### config.mk
export PLATFORM = sky130hd
export DESIGN_NAME = pulse_gen_multi
export DESIGN_NICKNAME = d
export VERILOG_FILES = /design/src/rtl/pulse_gen_multi.sv
export SDC_FILE = /design/constraint.sdc
export NUM_CORES = 1
export LEC_CHECK = 0
export BUFFER_PORTS_ARGS = -buffer_cell sky130_fd_sc_hd__buf_2
export CAP_MARGIN = 20
export CORE_ASPECT_RATIO = 0.8
export CORE_UTILIZATION = 40
export CTS_CLUSTER_SIZE = 28
export DETAILED_ROUTE_END_ITERATION = 10
export GPL_TIMING_DRIVEN = 1
export PLACE_DENSITY = 0.6
export SLEW_MARGIN = 20
export SYNTH_ARGS = -nofsm -noshare
export SYNTH_HDL_FRONTEND = slang
export SYNTH_SLANG_ARGS = --single-unit
### constraint.sdc
create_clock -name clk -period 1.65 [get_ports clk]
set_clock_uncertainty 0.05 [all_clocks]
set_input_delay 0.2475 -clock clk [delete_from_list [all_inputs] [get_ports clk]]
set_output_delay 0.2475 -clock clk [all_outputs]
set_load 0.005 [all_outputs]
### src/rtl/pulse_gen_multi.sv
// Multi-channel edge-to-pulse generator with hold stretching and sticky overrun flags.
// Optional PULSE_GEN_SYNC_EN adds a 2-flop synchronizer on every signal_in bit.
module pulse_gen_multi #(
    parameter int CHANNELS  = 4,
    parameter int PULSE_LEN = 1
) (
    input  logic                    clk,
    input  logic                    rst_n,
    input  logic [CHANNELS-1:0]     signal_in,
    input  logic [CHANNELS-1:0]     hold,
    input  logic [2*CHANNELS-1:0]   edge_mode,
    input  logic                    clr_overrun,
    output logic [CHANNELS-1:0]     pulse_out,
    output logic [CHANNELS-1:0]     busy,
    output logic [CHANNELS-1:0]     overrun
);
    localparam int CW = $clog2(PULSE_LEN + 1);
    localparam logic [CW-1:0] CNT_LOAD = CW'(PULSE_LEN);
    localparam logic [CW-1:0] CNT_ONE  = CW'(1);

    // state    | meaning
    // ST_IDLE  | waiting for a selected edge
    // ST_PULSE | minimum-length pulse, counter running
    // ST_HOLD  | pulse stretched while hold stays high and level is unchanged
    typedef enum logic [1:0] {ST_IDLE, ST_PULSE, ST_HOLD} state_t;

    state_t              state_q [CHANNELS];
    state_t              state_d [CHANNELS];
    logic [CW-1:0]       cnt_q   [CHANNELS];
    logic [CW-1:0]       cnt_d   [CHANNELS];
    logic [CHANNELS-1:0] prev_q, prev_d;
    logic [CHANNELS-1:0] hold_lat_q, hold_lat_d;
    logic [CHANNELS-1:0] lvl_q, lvl_d;
    logic [CHANNELS-1:0] pulse_q, pulse_d;
    logic [CHANNELS-1:0] ovr_q, ovr_d;
    logic [CHANNELS-1:0] sig_s;
    logic [CHANNELS-1:0] edge_det;

`ifdef PULSE_GEN_SYNC_EN
    logic [CHANNELS-1:0] sync1_q, sync1_d, sync2_q, sync2_d;

    always_comb begin
        sync1_d = signal_in;
        sync2_d = sync1_q;
    end

    always_ff @(posedge clk or negedge rst_n) begin
        if (!rst_n) begin
            sync1_q <= '0;
            sync2_q <= '0;
        end else begin
            sync1_q <= sync1_d;
            sync2_q <= sync2_d;
        end
    end

    assign sig_s = sync2_q;
`else
    assign sig_s = signal_in;
`endif

    always_comb begin
        edge_det = '0;
        for (int i = 0; i < CHANNELS; i++) begin
            case (edge_mode[2*i +: 2])
                2'b00:   edge_det[i] = sig_s[i] & ~prev_q[i];
                2'b01:   edge_det[i] = ~sig_s[i] & prev_q[i];
                2'b10:   edge_det[i] = sig_s[i] ^ prev_q[i];
                default: edge_det[i] = 1'b0;
            endcase
        end
    end

    always_comb begin
        prev_d     = sig_s;
        hold_lat_d = hold_lat_q;
        lvl_d      = lvl_q;
        ovr_d      = clr_overrun ? '0 : ovr_q;
        pulse_d    = '0;
        for (int i = 0; i < CHANNELS; i++) begin
            state_d[i] = state_q[i];
            cnt_d[i]   = cnt_q[i];
            if (edge_det[i]) begin
                // A retrigger wins over expiry and over a same-cycle clear.
                state_d[i]    = ST_PULSE;
                cnt_d[i]      = CNT_LOAD;
                hold_lat_d[i] = hold[i];
                lvl_d[i]      = sig_s[i];
                if (state_q[i] != ST_IDLE) ovr_d[i] = 1'b1;
            end else begin
                case (state_q[i])
                    ST_PULSE: begin
                        hold_lat_d[i] = hold_lat_q[i] & hold[i];
                        cnt_d[i]      = cnt_q[i] - CNT_ONE;
                        if (cnt_q[i] == CNT_ONE) begin
                            if (hold_lat_q[i] && hold[i] && (sig_s[i] == lvl_q[i]))
                                state_d[i] = ST_HOLD;
                            else
                                state_d[i] = ST_IDLE;
                        end
                    end
                    ST_HOLD: begin
                        if (!(hold[i] && (sig_s[i] == lvl_q[i])))
                            state_d[i] = ST_IDLE;
                    end
                    default: state_d[i] = ST_IDLE;
                endcase
            end
            pulse_d[i] = (state_d[i] != ST_IDLE);
        end
    end

    always_ff @(posedge clk or negedge rst_n) begin
        if (!rst_n) begin
            for (int i = 0; i < CHANNELS; i++) begin
                state_q[i] <= ST_IDLE;
                cnt_q[i]   <= '0;
            end
            prev_q     <= '0;
            hold_lat_q <= '0;
            lvl_q      <= '0;
            pulse_q    <= '0;
            ovr_q      <= '0;
        end else begin
            for (int i = 0; i < CHANNELS; i++) begin
                state_q[i] <= state_d[i];
                cnt_q[i]   <= cnt_d[i];
            end
            prev_q     <= prev_d;
            hold_lat_q <= hold_lat_d;
            lvl_q      <= lvl_d;
            pulse_q    <= pulse_d;
            ovr_q      <= ovr_d;
        end
    end

    assign pulse_out = pulse_q;
    assign busy      = pulse_q;
    assign overrun   = ovr_q;

endmodule

After elaboration in Yosys (flattened, before gate mapping) --
Cells that the tools add are included.
Cells by class: add/sub/neg operators 4, equality and inequality tests 20, multiplexer cells 49, bitwise operators 24, reduce and logical (&&, ||, !) cells 28
Operators with widths (count):
- $mux W2 | 16
- $mux W1 | 24
- $reduce_bool A2 Y1 | 12
- $eq A2 B1 Y1 const B | 8
- $eq A2 B2 Y1 const B | 8
- $pmux W2 S2 | 4
- $and A1 B1 Y1 | 12
- $logic_and A1 B1 Y1 | 12
- $pmux W1 S3 | 4
- $logic_not A2 Y1 | 4
- $not A1 Y1 | 8
- $eq A1 B1 Y1 | 4
- $mux W4 | 1
- $sub A1 B1 Y1 const B | 4
- $xor A1 B1 Y1 | 4
Storage, ports and cells: register bits 32, output and inout port bits 12, word-level logic and storage cells 144

Depth between registers and ports, before layout --
Gate-level depths: netlist (run 1).
word-level depth 7, mapped depth 6

Worst setup path before layout (run 1) --
OpenSTA, ideal clock, no wires.
path type reg2reg, from register prev_q[0], to register lvl_q[0], arrival time 1.300 ns, data required time 1.475 ns, setup slack 0.175 ns, cell stages (with the launch flop) 6, cell sequence dfrtp_1 ha_1 nand2b_1 a21oi_4 nor2_4 mux2_4
Between the ends: cells in the longest elaborated chain, start to end 3, elaborated cells between the ends (all ways) 5, those cells by class mux: 1; bitwise: 4
Ends and longest elaborated chain:
- start: declaration | RTL line 31 | logic [CHANNELS-1:0] prev_q, prev_d;
- start signal: assignment | RTL line 129 | prev_q <= prev_d;
- $not A1 Y1 | RTL line 66 | 2'b00: edge_det[i] = sig_s[i] & ~prev_q[i];
- $and A1 B1 Y1 | RTL line 66
- $pmux W1 S3 * | RTL line 65 | case (edge_mode[2*i +: 2])
- end signal: assignment | RTL line 131 | lvl_q <= lvl_d;
- end: declaration | RTL line 33 | logic [CHANNELS-1:0] lvl_q, lvl_d;
Mark *: on every way between the ends. The rest lies on a longest branch, timed or not. A chain may end at the register's enable or synchronous reset.

Worst setup path after layout (run 1) --
Ends and elaborated chain as after synthesis.

==> results.tsv, run 1 <==
metric	value	unit
hold_violations	0	
grt_usage	0.149	
period_share	0.956	
synthToLayoutAreaGrowth	16.0	%
dp_hpwl	2400	um
worst_slew_pin_slew	0.396	ns
cp_slowest_cell	dfrtp_1	
cts_buffer_depth	2	
nFillCells	381	
num_vias	1293	
crit_cells	5	
crit_path_max_incr_delay	0.40	ns
end_kind	register	
final_cell_mix	dfrtp_1 (32), buf_2 (30), inv_1 (24)	
drtPass1Iterations	4	
path_class	reg -> reg	
grt_max_degree	33	
whs_path_depth	1	
synth-simple-area-share	0.189	
routabilityCongestion	0.819	
relSlewSlack	0.736	
critPathMaxFanout	6	
h-tree-depth	2	
fin_crit	1.58	ns
r2r_cells	5	
muxShareOfSynthArea	0.0319	
hp-class	in -> reg	
cp-start-kind	register	
synth_warnings	0	
path_cells	ha_1 > nand2b_1 > a21oi_4 > nor2_4 > mux2_4	
drc	0	
worst_skew_pair.late_latency	0.28	ns
synth_top_family_by_area	simple AND/OR/NAND/NOR gates	
syn_nets	211	
tritoncts	yes	
synth_area	0.00188	mm^2
final_layout_size_suffix_gt1_frac	0.278	
cts_sinks	32	
grt_pass1_vias	1277	
ys_seq_area_frac	0.426	
wirelength	3200	um
ant_nets	0	
synthAdderAreaFrac	0.133	
layout_commonest_cell	dfrtp_1	
cts_resized	0	
syn_inst	172	
cap_violations	0	
cts_setup_buffers	0	
viasPerCell	4.86	
p_leak	1.09	nW
drtIter0Drc	39	
cp.arrival	1.70	ns
finalMaxSlewViolations	0	
worst-path-buf-inv	0	
path_delay_family	flip-flops	
powerDensity	912	mW/mm^2
synth-compound-area-share	0.119	
initial_core_util	0.434	
syn_area_per_cell	10.9	um^2
finalSetupViolCount	0	
clk_pin_slew	0.06	ns
synth.distinct_cells	22	
synthXorXnorAreaFrac	0.0373	
io_buffers	30	
layout.nets	248	
row_count	21	
crit_required	1.77	ns
ys_ff_latch	32	
grt_pass1_wl	5690	um
power	0.00199	W
antenna_found_initial	0	
core_area	0.00434	mm^2
overflow	0	
cts_buffers	5	
outcome	finished, final reports clean	
seq_area	801	um^2
die_h	63.3	um
ir_drop	428	uV
antenna_cells	0	
die_x	78.7	um
max_freq	634	MHz
rsz0062_at_grt	no	
clockRootBuffer	clkbuf_8	
ioPinCount	31	
dieArea	0.00498	mm^2
cts_hold_buf	1	
tns	0	ns
post_drt_wl_per_cell	12.0	um
multiInputGateArea	960	um^2
==> cell usage after synthesis <==
cell / instances / area (um^2)
a21oi_1: 4 / 20.0
a21oi_4: 4 / 65.1
and3b_1: 8 / 70.1
buf_4: 4 / 30.0
dfrtp_1: 32 / 801
ha_1: 20 / 250
inv_1: 24 / 90.1
mux2_4: 4 / 60.1
nand2_1: 16 / 60.1
nand2b_1: 4 / 25.0
nand2b_4: 4 / 55.1
nand3_1: 8 / 40.0
nand4_1: 4 / 25.0
nor2_1: 4 / 15.0
nor2_4: 4 / 45.0
nor3_1: 4 / 20.0
o211ai_1: 4 / 30.0
o22ai_1: 5 / 31.3
o22ai_2: 3 / 37.5
o32a_1: 4 / 40.0
xnor2_1: 4 / 35.0
xor2_1: 4 / 35.0
==> worst reg2reg max path, cell delays in order, from the launching register on <==
cell	delay [ns]
dfrtp_1	0.40
ha_1	0.28
nand2b_1	0.18
a21oi_4	0.18
nor2_4	0.08
mux2_4	0.29
==> state kept, by name (all words and copies together) (netlist names) <==
register	flops
lvl_q	4
overrun	4
hold_lat_q	4
cnt_q	4
state_q	8
busy	4
prev_q	4
==> path summary, 6_finish.rpt <==
| kind | from | to | slack [ns] |
|---|---|---|---|
| min reg2reg | hold_lat_q[1]$_DFFE_PN0P_ | hold_lat_q[1]$_DFFE_PN0P_ | 0.47 |
| max in group asynchronous | rst_n | overrun[0]$_DFF_PN0_ | 0.80 |
| max | prev_q[0]$_DFF_PN0_ | lvl_q[0]$_DFFE_PN0P_ | 0.07 |
| min | signal_in[0] | prev_q[0]$_DFF_PN0_ | 0.09 |
| min in group asynchronous | rst_n | overrun[2]$_DFF_PN0_ | 0.46 |
| max reg2reg | prev_q[0]$_DFF_PN0_ | lvl_q[0]$_DFFE_PN0P_ | 0.07 |
==> per-stage QoR <==
stage / hold WS (ns) / instance area (um^2) / setup slack [ns] / util / std cells
finish: 0.0875 / 2180 / 0.0727 / 0.503 / 266
global route: 0.0809 / 2180 / 0.0112 / 0.503 / 266
CTS: 0.0776 / 2180 / 0.0587 / 0.503 / 266
detailed placement: 0.246 / 2090 / 0.0258 / 0.483 / 258
global placement: 0.238 / 2090 / 0.0766 / 0.483 / 258
floorplan: -0.0981 / 1880 / 0.175 / - / 172
==> power breakdown <==
part / internal, W / total, W / switching (W)
Combinational: 0.000226 / 0.000432 / 0.000206
Sequential: 0.000903 / 0.000998 / 0.0000946
Clock: 0.000286 / 0.000560 / 0.000274
==> layout make-up <==
class,count,area share
Clock inverter,1,0.00229
Multi-Input combinational cell,112,0.440
Timing Repair Buffer,34,0.0837
Inverter,24,0.0413
Sequential cell,32,0.367
Clock buffer,6,0.0333
Tap cell,57,0.0327
==> layer usage <==
metal	track usage	part of all wire	routed length, um
met2	0.245	0.48	1540
met1	0.181	0.47	1500
met4	0.0694	0.018	56
met3	0.0406	0.033	107
met5	0	0	0
==> logic make-up after synthesis <==
logic type | after synthesis
DFF | 32
and+or+nand+nor | 56
xor gates and xnor gates | 8
adders and majority gates | 20
buffers and inverters | 28
AOI/OAI and AO/OA | 24
muxes | 4
Note: power is estimated with default switching activity, not from simulation.
==> run 2, diff against run 1 <==
CORE_ASPECT_RATIO = 2   (was 0.8)
==> results.tsv, run 2 (synthesized netlist as in run 1, its figures left out) <==
metric	value	unit
drc	0	
worst-path-buf-inv	0	
grt_usage	0.152	
clk_pin_slew	0.06	ns
path_delay_family	flip-flops	
worst_slew_pin_slew	0.409	ns
layout_commonest_cell	dfrtp_1	
intPower	0.00166	W
clockRootBuffer	clkbuf_8	
row_count	35	
seq_area	801	um^2
reg2reg_from	prev_q[2]$_DFF_PN0_	
hp-class	in -> reg	
cts_sinks	32	
final_cell_mix	dfrtp_1 (32), buf_2 (30), inv_1 (24)	
ant_nets	0	
io_buffers	30	
fin_crit	1.57	ns
critPathMaxFanout	6	
num_vias	1319	
power	0.00226	W
post_drt_wl_per_cell	12.7	um
cts_resized	0	
cap_violations	0	
p_leak	1.12	nW
relSlewSlack	0.727	
post_layout_nonfiller_instances	267	
ir_drop	597	uV
seq_power_share	0.445	
synthToLayoutAreaGrowth	19.3	%
cp.arrival	1.69	ns
dieArea	0.00500	mm^2
multiInputGateArea	960	um^2
switching_share	0.262	
path_cells	ha_1 > nand2b_1 > a21oi_4 > nor2_4 > mux2_4	
regMostFlops	state_q	
viasPerCell	4.94	
whs_path_depth	2	
crit_path_max_incr_delay	0.40	ns
worst_hold_path.endpoint	prev_q[0]$_DFF_PN0_	
grt_pass1_wl	5610	um
period_share	0.954	
max_freq	635	MHz
nFillCells	452	
cp-start-kind	register	
grt_pass1_vias	1344	
clkPwrFrac	0.361	
cp_slowest_cell	dfrtp_1	
tritoncts	yes	
finalSetupViolCount	0	
outcome	finished, final reports clean	
comb_power_share	0.194	
die_x	50.5	um
path_class	reg -> reg	
crit_required	1.76	ns
r2r_setup_slack	0.08	ns
switchingPower	0.000592	W
rsz0062_at_grt	no	
antenna_found_initial	0	
core_area	0.00455	mm^2
powerDensity	1010	mW/mm^2
cts_buffers	5	
min_from	signal_in[0]	
die_h	99.0	um
routabilityCongestion	0.777	
r2r-end	lvl_q[2]$_DFFE_PN0P_	
hold_violations	0	
grt_max_degree	33	
overflow	0	
worst_skew_pair.late_latency	0.28	ns
final_layout_size_suffix_gt1_frac	0.292	
dp_hpwl	2710	um
layout.nets	250	
tns	0	ns
r2r_cells	5	
initial_core_util	0.413	
drtPass1Iterations	4	
cts_buffer_depth	2	
h-tree-depth	2	
ioPinCount	31	
wirelength	3390	um
finalMaxSlewViolations	0	
end_kind	register	
drtIter0Drc	9	
dpl.cell_count	258	
antenna_cells	0	
largest_reg_flops	8	
run 2: worst max path at each step:
stage,slack (ns),start,end,cells after the start
3_3_place_gp,0.08,signal_in[3],lvl_q[3]$_DFFE_PN0P_,7
6_report,0.08,prev_q[2]$_DFF_PN0_,lvl_q[2]$_DFFE_PN0P_,5
2_1_floorplan,0.18,prev_q[0]$_DFF_PN0_,lvl_q[0]$_DFFE_PN0P_,5
3_5_place_dp,0.06,signal_in[2],lvl_q[2]$_DFFE_PN0P_,7
4_1_cts,0.08,prev_q[2]$_DFF_PN0_,lvl_q[2]$_DFFE_PN0P_,5
5_1_grt,0.006,prev_q[2]$_DFF_PN0_,lvl_q[2]$_DFFE_PN0P_,5
run 2: worst reg2reg max path: cells and delay by family, from the launching register on:
family	cells	cell delay (ns)
fa+ha+maj	1	0.28
flops	1	0.40
compound gates	1	0.18
mux	1	0.30
simple gates	2	0.26
run 2: layer usage:
| metal | up-vias | wire length (um) | GRT usage |
|---|---|---|---|
| met3 | 6 | 108 | 0.0386 |
| met4 | 0 | 69 | 0.0769 |
| met2 | 30 | 1930 | 0.289 |
| met1 | 630 | 1280 | 0.140 |
| met5 | - | 0 | 0 |
| li1 | 653 | - | - |
run 2: stage by stage:
step | hold WS (ns) | utilization | worst slack [ns] | instance area, um^2
after floorplan | -0.0981 | - | 0.175 | 1880
after global placement | 0.249 | 0.463 | 0.0768 | 2110
after detailed placement | 0.243 | 0.463 | 0.0646 | 2110
after CTS | 0.147 | 0.493 | 0.0778 | 2240
after global routing | 0.140 | 0.493 | 0.00569 | 2240
final | 0.160 | 0.493 | 0.0752 | 2240
run 2: area by class of cell:
| type | instances | share of cell area |
|---|---|---|
| Multi-Input combinational cell | 112 | 0.428 |
| Sequential cell | 32 | 0.357 |
| Timing Repair Buffer | 36 | 0.0881 |
| Clock buffer | 7 | 0.0429 |
| Inverter | 24 | 0.0402 |
| Tap cell | 55 | 0.0307 |
| Clock inverter | 1 | 0.0134 |
run 2: timing repair:
action / CTS / global route
buffers inserted: 0 / 0
endpoints found under the hold margin: 32 / 0
hold buffers: 1 / 0
run 2: power by group through the flow:
stage / sequential, W / clock [W] / combinational (W)
floorplan: 0.000996 / 0 / 0.000315
global placement: 0.00101 / 0 / 0.000439
detailed placement: 0.00102 / 0 / 0.000443
CTS: 0.00100 / 0.000843 / 0.000446
global route: 0.00102 / 0.000877 / 0.000485
finish: 0.00100 / 0.000815 / 0.000437
